--- config.mk ---
export PLATFORM = sky130hd
export DESIGN_NAME = uart_tx_frame
export DESIGN_NICKNAME = d
export VERILOG_FILES = /design/src/rtl/uart_tx_frame.sv
export SDC_FILE = /design/constraint.sdc
export NUM_CORES = 1
export LEC_CHECK = 0
export CAP_MARGIN = 20
export CORE_MARGIN = 5
export CORE_UTILIZATION = 36
export DETAILED_ROUTE_END_ITERATION = 10
export GPL_TIMING_DRIVEN = 0
export PLACE_DENSITY_LB_ADDON = 0.3
export SETUP_SLACK_MARGIN = 0.2
export SYNTH_ARGS = -nofsm -noshare
export SYNTH_HDL_FRONTEND = slang
export SYNTH_SLANG_ARGS = --single-unit
--- constraint.sdc ---
create_clock -name clk -period 2.2 [get_ports clk]
set_input_delay 0.22 -clock clk [delete_from_list [all_inputs] [get_ports clk]]
set_output_delay 0.22 -clock clk [all_outputs]
set_load 0.02 [all_outputs]
--- src/rtl/uart_tx_frame.sv ---
// UART transmitter: start bit, LSB-first data, optional parity, 1 or 2 stop bits.
// Define UART_TX_PARITY_EN to insert a parity bit after the data bits.
module uart_tx_frame #(
  parameter int CLKS_PER_BIT = 16,
  parameter int DATA_BITS    = 8,
  parameter int STOP_BITS    = 1,
  parameter int PARITY_ODD   = 0
) (
  input  logic                 clk,
  input  logic                 reset,
  input  logic                 tx_valid,
  input  logic [DATA_BITS-1:0] tx_data,
  output logic                 tx_ready,
  output logic                 tx_out,
  output logic                 tx_busy,
  output logic                 tx_done
);

  localparam int BAUD_W = (CLKS_PER_BIT > 1) ? $clog2(CLKS_PER_BIT) : 1;
  localparam int BIT_W  = $clog2(DATA_BITS);

  if (CLKS_PER_BIT < 2 || DATA_BITS < 5 || DATA_BITS > 8 ||
      (STOP_BITS != 1 && STOP_BITS != 2) ||
      (PARITY_ODD != 0 && PARITY_ODD != 1)) begin : g_param_check
    $error("uart_tx_frame: unsupported parameter set");
  end

  typedef enum logic [2:0] {
    IDLE,
    START,
    DATA,
    PARITY,
    STOP
  } state_t;

  state_t               state;
  logic [BAUD_W-1:0]    baud_cnt;
  logic [BIT_W-1:0]     bit_cnt;
  logic [DATA_BITS-1:0] shift_reg;
`ifdef UART_TX_PARITY_EN
  logic                 parity_bit;
`endif

  logic baud_last;
  assign baud_last = (baud_cnt == BAUD_W'(CLKS_PER_BIT - 1));

  // NOTE: every register here, tx_out included, is written with <= so all
  // next-state decisions read the values from before the edge.
  always_ff @(posedge clk or posedge reset) begin
    if (reset) begin
      state     <= IDLE;
      baud_cnt  <= '0;
      bit_cnt   <= '0;
      shift_reg <= '0;
      tx_out    <= 1'b1;
      tx_ready  <= 1'b1;
      tx_busy   <= 1'b0;
      tx_done   <= 1'b0;
`ifdef UART_TX_PARITY_EN
      parity_bit <= 1'b0;
`endif
    end else begin
      tx_done <= 1'b0;
      case (state)
        IDLE: begin
          baud_cnt <= '0;
          bit_cnt  <= '0;
          if (tx_valid) begin
            shift_reg <= tx_data;
`ifdef UART_TX_PARITY_EN
            parity_bit <= (^tx_data) ^ 1'(PARITY_ODD);
`endif
            state    <= START;
            tx_out   <= 1'b0;
            tx_ready <= 1'b0;
            tx_busy  <= 1'b1;
          end
        end
        START: begin
          if (baud_last) begin
            baud_cnt <= '0;
            state    <= DATA;
            tx_out   <= shift_reg[0];
          end else begin
            baud_cnt <= baud_cnt + BAUD_W'(1);
          end
        end
        DATA: begin
          if (baud_last) begin
            baud_cnt  <= '0;
            shift_reg <= shift_reg >> 1;
            if (bit_cnt == BIT_W'(DATA_BITS - 1)) begin
              bit_cnt <= '0;
`ifdef UART_TX_PARITY_EN
              state  <= PARITY;
              tx_out <= parity_bit;
`else
              state  <= STOP;
              tx_out <= 1'b1;
`endif
            end else begin
              bit_cnt <= bit_cnt + BIT_W'(1);
              // shift_reg[1] becomes shift_reg[0] at this same edge.
              tx_out  <= shift_reg[1];
            end
          end else begin
            baud_cnt <= baud_cnt + BAUD_W'(1);
          end
        end
        PARITY: begin
          if (baud_last) begin
            baud_cnt <= '0;
            state    <= STOP;
            tx_out   <= 1'b1;
          end else begin
            baud_cnt <= baud_cnt + BAUD_W'(1);
          end
        end
        STOP: begin
          tx_out <= 1'b1;
          if (baud_last) begin
            baud_cnt <= '0;
            if (bit_cnt == BIT_W'(STOP_BITS - 1)) begin
              bit_cnt  <= '0;
              state    <= IDLE;
              tx_ready <= 1'b1;
              tx_busy  <= 1'b0;
              tx_done  <= 1'b1;
            end else begin
              bit_cnt <= bit_cnt + BIT_W'(1);
            end
          end else begin
            baud_cnt <= baud_cnt + BAUD_W'(1);
          end
        end
        default: begin
          state    <= IDLE;
          tx_out   <= 1'b1;
          tx_ready <= 1'b1;
          tx_busy  <= 1'b0;
        end
      endcase
    end
  end

endmodule

==> results.md <==
- Status: complete, no violations
- Met3 usage: 2.27%
- Post-synth cell types: 43
- Dominant cells by area after synthesis: dfrtp_1, o32a_1, o21a_1
- CTS resizes: 0
- WP data required: 2.41 ns
- Initial antenna violation count: 0
- Async set or reset register ratio after synthesis: 100%
- DR iter-0 viols: 30
- CTS root buf: clkbuf_4
- Layout area overhead: 18.9%
- Worst path arrival time: 2.07 ns
- Slew HR: 44.0%
- GRT Total Usage: 13.8%
- Sink Count: 22
- Die area: 0.00471 mm2
- Syn Area/Cell: 10.2 um2
- Max-cap violation count: 0
- Clk_lat worst skew: 0.31 ns
- Number of global-route vias before repair: 1065
- Num rows: 21
- Post-CTS Setup Bufs: 0
- Final Non-Filler Cells: 185
- Dpl cells: 181
- Global route hottest layer: met2
- Critical Path End Type: flop
- Synth Cell Area: 0.00124 mm2
- Final Hold Viols: 0
- Sequential-to-total area share from yosys stat: 44.7%
- VDD IR max: 245 uV
- # hold bufs at CTS: 0
- Gate Count Post-Synth: 121
- Vias per inst: 5.63
- Setup TNS: 0 ns
- LEAKAGE: 0.654 nW
- Reg clk slew, reported paths: 0.13 ns
- Post-Syn Nets: 136
- EDFF count, synth: 0
- Hold Path Class: input pin to asynchronous set/reset pin
- Clock Skew: 0.00200 ns
- Maximum clock rate: 538 MHz
- Final Setup Violations: 0
- Max Root-Sink Buffers: 2
- Area after DPL: 0.00143 mm2
- Initial Utilization: 37.0%
- Hold_ws: 0.364 ns
- H-tree depth: 1
- Share of layout cells above drive strength 1: 12.2%
- Nets@finish: 155
- Met1 usage: 18.5%
- Cell Chain, Critical Path: ha_1 > nand3_1 > buf_2 > o32a_1 > o21a_1
- Slowest stage cell, crit path: dfrtp_1
- Placer Congestion: 0.805
- Cell taking the most area after synthesis: dfrtp_1
- Post-Route WL: 2760 um
- Setup CP Type: flop to flop
- Detail Route Antenna Nets: 0
- Max incr delay on CP: 0.44 ns
- GR Util met2: 22.8%
- Post-route cell area: 0.00147 mm2
- Largest register FFs: 8
- DIE WIDTH: 68.6 um
- Total CTS buffers: 3
- Antenna Cells: 0
- Slew @ Worst Pin: 0.839 ns
- Via count: 1042
- Synth top area share: 40.5%
- First-pass GRT wire length: 4930 um
- CP max FO: 10
- Routed len/inst: 14.9 um
- Dominant synthesized flop cell: dfrtp_1
- IO Count: 15
- Critical path launch point type: flop
- Synth cell count leaders: dfrtp_1, nand2_1, o21a_1
- Largest net degree at the start of global routing: 23
- Core Util, Final: 44.1%
- Core area: 0.00334 mm2
- Synth Register Bits: 22
- Crit path max-delay family: compound AO/OA/AOI/OAI gates
- DRC viols: 0
- Pwr dens: 450 mW/mm2
- Die Ht: 68.6 um
- Final min period: 1.86 ns
- Detailed Place HPWL: 2040 um
- Overflow after GRT: 0
- Fin crit share: 84.5%
- Most numerous cell in the Yosys netlist: dfrtp_1
- I/O Buffers: 14
- Slew Viols, Final: 0
- RSZ-0062 raised after global routing: no
- Synth Warn #: 0
- Worst Path Buf+Inv: 1
- CTS tree: yes
- First drt pass iteration count: 4
## cells in the final DEF (no fill, tap or decap), drive strengths merged, types with 3 or more instances in the layout
cell	netlist	final
a21oi	5	5
buf	6	6
clkbuf	3	7
clkdlybuf4s50	0	14
dfrtp	20	20
ha	4	4
inv	7	7
nand2	8	8
nand3	3	3
o2111ai	3	3
o211ai	3	3
o21a	8	8
o21ai	8	8
o32a	7	7
## power breakdown
part / switching (mW) / total (mW) / internal, mW
clock network: 0.127 / 0.228 / 0.101
logic: 0.0109 / 0.0282 / 0.0174
registers: 0.000528 / 0.406 / 0.405
## cells by family after synthesis
family / synth area share, %
fa+ha+maj: 4.05
flops: 44.7
simple gates: 13.9
mux: 1.62
compound gates: 28.9
xor+xnor: 0.709
buf+inv: 6.07
## per-layer routing
metal | wire [um] | vias up | share of wire (%)
met3 | 94 | 4 | 3.4
met2 | 1400 | 23 | 50
met5 | 0 | - | 0
met1 | 1250 | 520 | 45
li1 | - | 495 | -
met4 | 27 | 0 | 0.98
## layout make-up
type | count | area [um2]
fillers | 329 | 1870
multi-input cells | 83 | 608
flip-flops and latches | 22 | 553
repair buffers | 14 | 140
well taps | 46 | 57.6
plain buffers | 9 | 48.8
clock buffers | 4 | 36.3
inverters | 7 | 26.3
## worst register-to-register path, cell delays in order (launching register included)
cell and delay [ns]:
dfrtp_1 0.44, ha_1 0.31, nand3_1 0.27, buf_2 0.29, o32a_1 0.35, o21a_1 0.10
## path summary, 6_finish.rpt
kind                       slack, ns                  endpoint                      from  cells past startpoint
max in group asynchronous       1.32         tx_done$_DFF_PP0_                     reset                      2
hold reg to reg                 0.50  shift_reg[0]$_DFFE_PP0P_  shift_reg[0]$_DFFE_PP0P_                      1
setup reg to reg                0.34  shift_reg[4]$_DFFE_PP0P_   baud_cnt[0]$_DFFE_PP0P_                      5
setup / recovery                0.34  shift_reg[4]$_DFFE_PP0P_   baud_cnt[0]$_DFFE_PP0P_                      5
min in group clk                0.46  shift_reg[7]$_DFFE_PP0P_                tx_data[7]                      3
hold / removal                  0.36       tx_busy$_DFFE_PP0P_                     reset                      2
## metrics by stage
step                setup slack [ns]  total power, mW
floorplan                      0.613            0.421
global placement               0.391            0.442
detailed placement             0.340            0.442
CTS                            0.325            0.670
global route                   0.205            0.695
finish                         0.341            0.662
Power figures use the tool's default switching activity.
==> edit 1 (same settings) <==
Reset style: synchronous (`reset`), changed in one clocked block.
--- a/src/rtl/uart_tx_frame.sv
+++ b/src/rtl/uart_tx_frame.sv
@@ -46,7 +46,7 @@
 
   // NOTE: every register here, tx_out included, is written with <= so all
   // next-state decisions read the values from before the edge.
-  always_ff @(posedge clk or posedge reset) begin
+  always_ff @(posedge clk) begin
     if (reset) begin
       state     <= IDLE;
       baud_cnt  <= '0;
Function: differs if reset is asserted again (counterexample within 4 cycles, from zero or initial values and one cycle with reset high); with reset held inactive, the same outputs for 10 cycles.
==> edit 1 against the original RTL <==
Synthesized area fell by 4.5%. Wire length fell by 7.8%. Critical path type unchanged. Setup slack got worse by 0.028 ns. Final area fell by 4.3%. Sequential cell count did not move. Final cell count rose by 5.9%. Die area fell by 3.8%. Highest routed layer unchanged. Critical path depth rose by 1.
Power is not compared: it rests on default switching activity, and its combinational part moved more than twofold at a synthesized area within 25%.
==> edit 1: results (changes against the original RTL) <==
- Status: completed (unchanged)
- Count of distinct cell types in the synthesized netlist: 38 (was 43)
- Fill cell count: 334 (was 329)
- Met2 GRT Util: 0.222 (was 0.228)
- R2R Path End: bit_cnt[2] (was shift_reg[4])
- Met3 WL: 85 µm (was 94 µm)
- Launching point of the worst reg2reg path: baud_cnt[0] (unchanged)
- Synth Flop Type: dfxtp_1 (was dfrtp_1)
- Register area share after synthesis: 0.373 (was 0.447)
- Final net count: 169 (was 155)
- Tot GR Track Use: 0.126 (was 0.138)
- First-pass GRT wire length: 4420 µm (was 4930 µm)
- Util after Layout: 0.453 (was 0.441)
- Synth async-reset ratio: 0 (was 1.00)
- GP Congestion: 0.836 (was 0.805)
- Reg2reg path depth: 6 (was 5)
- Logic power comb: 0.130 mW
- Synth area leaders: dfxtp_1, a21oi_1, mux2i_1 (was dfrtp_1, o32a_1, o21a_1)
- CTS buffer count: 3 (unchanged)
- Reg2Reg Setup Slack: 0.31 ns (was 0.34 ns)
- Ant diodes: 0 (unchanged)
- Crit-path max FO: 7 (was 10)
- P_sw: 0.196 mW
- Routed WL per cell: 13.0 µm (was 14.9 µm)
- Critical path destination: bit_cnt[2] (was shift_reg[4])
- Met2 routed WL: 1250 µm (was 1400 µm)
- Relative max-transition margin: 0.659 (was 0.440)
- Commonest cells in the netlist: dfxtp_1, a21oi_1, nor2_1 (was dfrtp_1, nand2_1, o21a_1)
- Largest net degree at the start of global routing: 12 (was 23)
- Metal-1 WL: 1170 µm (was 1250 µm)
- Initial antenna violation count: 0 (unchanged)
- Hold Path Class: reg2reg (was in2async)
- Longest Clk Path Bufs: 2 (unchanged)
- Fin crit share: 0.858 (was 0.845)
- Met1 GRT Util: 0.156 (was 0.185)
- Place WS: 0.317 ns (was 0.340 ns)
- Synth Area per Inst: 8.81 µm² (was 10.2 µm²)
- Dpl cells: 192 (was 181)
- GR Util met3: 0.0150 (was 0.0227)
- Top routing layer in use: met4 (unchanged)
- Initial DRC count: 26 (was 30)
- Final Skew: 0.00164 ns (was 0.00200 ns)
- Via count: 1,038 (was 1,042)
- Number of H-tree levels: 1 (unchanged)
- Crit path DAT: 2.13 ns (was 2.07 ns)
- Synthesized net count: 149 (was 136)
- WL final: 2550 µm (was 2760 µm)
- Reg clk slew, reported paths: 0.11 ns (was 0.13 ns)
- Dpl hpwl: 1900 µm (was 2040 µm)
- Proportion of layout cells with a drive suffix above 1: 0.125 (was 0.122)
edit 1: cell types whose count changed after synthesis, moves of 4 or more:
cell | before | now
o21ai_0 | 7 | 3
nor3_1 | 1 | 5
a21oi_1 | 5 | 16
dfrtp_1 | 20 | 0
o32a_1 | 7 | 0
inv_1 | 7 | 3
dfxtp_1 | 0 | 22
o21a_1 | 8 | 0
a211oi_1 | 0 | 6
mux2i_1 | 2 | 8
nor2_1 | 2 | 11
edit 1: worst min path at each step:
stage                 start            to  slack [ns]  cells after the start
6_report       shift_reg[7]  shift_reg[7]        0.48                      2
4_1_cts        shift_reg[7]  shift_reg[7]        0.48                      2
5_1_grt          bit_cnt[1]    bit_cnt[1]        0.52                      2
2_1_floorplan         reset       tx_done        0.30                      1
3_3_place_gp     bit_cnt[2]    bit_cnt[2]        0.45                      2
3_5_place_dp   shift_reg[7]  shift_reg[7]        0.46                      2
edit 1: logic make-up (layout without fill, tap and decap cells):
group / Yosys count / in the layout / share of synthesized area
flops: 22 / 22 / 0.373
xor+xnor: 1 / 1 / 0.00742
fa+ha+maj: 4 / 4 / 0.0424
mux: 9 / 9 / 0.0773
buf+inv: 14 / 32 / 0.0614
simple gates: 47 / 47 / 0.228
compound gates: 37 / 37 / 0.211
edit 1: cell type report:
type / instances / share of cell area
multi-input combinational: 98 / 0.475
sequential: 22 / 0.313
buffer: 11 / 0.0436
tap: 44 / 0.0391
clock buffer: 3 / 0.0160
timing repair buffer: 15 / 0.105
inverter: 3 / 0.00801
edit 1: critical path, cell delays in order (launching register included):
cell,delay [ns]
dfxtp_1,0.44
ha_1,0.33
and3_1,0.18
buf_2,0.17
a21oi_1,0.16
or3b_1,0.38
a21oi_1,0.15
edit 1: timing repair:
item / CTS / global route
gates resized for setup: 0 / 0
setup buffers: 0 / 1
endpoints found under the setup margin: 0 / 2
==> edit 2 (same flow settings) <==
Without the edit above. Build with the macro `UART_TX_PARITY_EN` defined.
--- a/src/rtl/uart_tx_frame.sv
+++ b/src/rtl/uart_tx_frame.sv
@@ -1,5 +1,7 @@
 // UART transmitter: start bit, LSB-first data, optional parity, 1 or 2 stop bits.
 // Define UART_TX_PARITY_EN to insert a parity bit after the data bits.
+`define UART_TX_PARITY_EN
+
 module uart_tx_frame #(
   parameter int CLKS_PER_BIT = 16,
   parameter int DATA_BITS    = 8,
Formal check against the unedited RTL: same outputs for any inputs over 10 cycles, from zero or initial values and one cycle with reset high; that may be too few to reach the edited logic, so the function may still have changed.
==> edit 2 against the original RTL <==
Clock skew rose by 0.0072 ns. Non-clock buffer count is 1 lower. Global-route usage down 2.3 points. Sequential cell count up 1. Wire length is 5.5% lower. Synthesized area increased by 4.7%. Fmax grew 0.88%. Setup slack gained 0.016 ns. Final area increased by 3.5%.
Power is not compared: it rests on default switching activity, and its combinational part moved more than twofold at a synthesized area within 25%.
==> edit 2: results (changes against the original RTL) <==
- Synth area leaders: dfrtp_1, mux2i_1, xnor2_1 (was dfrtp_1, o32a_1, o21a_1)
- Total iterations of the first detailed-routing run: 4 (unchanged)
- Proportion of layout cells with a drive suffix above 1: 0.105 (was 0.122)
- Initial DRC count: 51 (was 30)
- Count of distinct cell types in the synthesized netlist: 39 (was 43)
- Final net count: 169 (was 155)
- CTS buffer count: 3 (unchanged)
- Commonest cells in the netlist: dfrtp_1, nand2_1, a21oi_1 (was dfrtp_1, nand2_1, o21a_1)
- Status: completed (unchanged)
- Number of H-tree levels: 1 (unchanged)
- Reg clk slew, reported paths: 0.13 ns (about the same)
- Register area share after synthesis: 0.447 (about the same)
- Number of global-route vias before repair: 1,066 (was 1,065)
- WL final: 2610 µm (was 2760 µm)
- Relative max-transition margin: 0.408 (was 0.440)
- Ant diodes: 0 (unchanged)
- Fill cell count: 350 (was 329)
- Max reg flops: 8 (unchanged)
- Longest Clk Path Bufs: 2 (unchanged)
- # Post-CTS Setup Buffers: 0 (unchanged)
- Vias per cell: 5.22 (was 5.63)
- Dpl hpwl: 1970 µm (was 2040 µm)
- First-pass GRT wire length: 4650 µm (was 4930 µm)
- Cells after synthesis: 135 (was 121)
- Crit path from: baud_cnt[0] (unchanged)
- Layout Cells excl Fill: 199 (was 185)
- Clk_lat worst skew: 0.32 ns
- Place WS: 0.323 ns (was 0.340 ns)
- Worst VDD drop: 439 µV
- Synth async-reset ratio: 1.00 (unchanged)
- Root Driver: clkbuf_4 (unchanged)
- Area after DPL: 0.00149 mm² (was 0.00143 mm²)
- Tot GR Track Use: 0.115 (was 0.138)
- Crit path DAT: 2.08 ns
- GP Congestion: 0.731 (was 0.805)
- Synthesized net count: 150 (was 136)
- Leak: 0.638 nW
- Hold Path Class: in2async (unchanged)
- Switching Fraction: 0.393
- Port buffer count: 14 (unchanged)
- Yosys Warn Count: 0 (unchanged)
- Largest net degree at the start of global routing: 24 (was 23)
- Initial antenna violation count: 0 (unchanged)
- Final Skew: 0.00924 ns (was 0.00200 ns)
- Crit-path max FO: 6 (was 10)
## edit 2: cell types whose count changed in the layout (fill, tap and decap cells not counted), moves of 3 or more
cell       unedited run  this run
nor2_1                2         5
a211oi_1              0         4
nand2_1               8        18
o21a_1                8         0
mux2i_1               2         8
o2111ai_1             3         0
o21ai_0               7        10
o32a_1                7         0
o211ai_1              3         0
xnor2_1               1         8
a21oi_1               5        11
## edit 2: logic make-up (layout without fill, tap and decap cells)
group | count (synthesis) | in the layout | share of synthesized area
muxes | 9 | 9 | 0.0706
adders and majority gates | 5 | 5 | 0.0474
AOI/OAI and AO/OA | 37 | 37 | 0.172
and+or+nand+nor | 39 | 39 | 0.150
buffers and inverters | 13 | 31 | 0.0522
DFF | 23 | 23 | 0.447
xor gates and xnor gates | 9 | 9 | 0.0609
## edit 2: path summary, 6_finish.rpt
path	endpoint	slack, ns	depth (start not counted)
min in group clk	tx_ready	0.49	2
max in group asynchronous	shift_reg[0]	1.27	2
worst min-delay path	state[0]	0.38	2
worst max register to register	bit_cnt[0]	0.36	5
worst max-delay path	bit_cnt[0]	0.36	5
worst min register to register	tx_ready	0.49	2
## edit 2: critical path, cell delays in order (launching register included)
cell and delay, ns:
dfrtp_1 0.43, ha_1 0.28, nand3_1 0.11, maj3_2 0.36
or4_1 0.47, o21ai_0 0.10
## edit 2: area by class of cell
cell class / count / area [µm²] / share of cell area
inverters: 5 / 18.8 / 0.0123
repair buffers: 14 / 140 / 0.0921
multi-input cells: 99 / 652 / 0.428
plain buffers: 8 / 48.8 / 0.0321
flip-flops and latches: 23 / 578 / 0.380
clock buffers: 4 / 26.3 / 0.0173
well taps: 46 / 57.6 / 0.0378
## edit 2: repair_timing
action	4_1_cts	5_1_grt
setup endpoints to repair	0	7
endpoints found under the hold margin	0	0
resized for setup	0	1
## edit 2: layer usage
metal,global-route usage,vias up,wire [µm]
met2,0.195,17,1330
met4,0.0319,0,33
met5,0,-,0
li1,-,507,-
met1,0.141,510,1140
met3,0.0359,5,104
## edit 2: power groups by stage
| stage | Combinational, mW | Sequential (mW) | Clock [mW] |
|---|---|---|---|
| after floorplan | 0.595 | 0.726 | 0 |
| after global placement | 0.770 | 0.728 | 0 |
| after detailed placement | 0.798 | 0.734 | 0 |
| after CTS | 0.802 | 0.725 | 0.209 |
| after global routing | 0.903 | 0.749 | 0.225 |
| final | 0.796 | 0.726 | 0.203 |
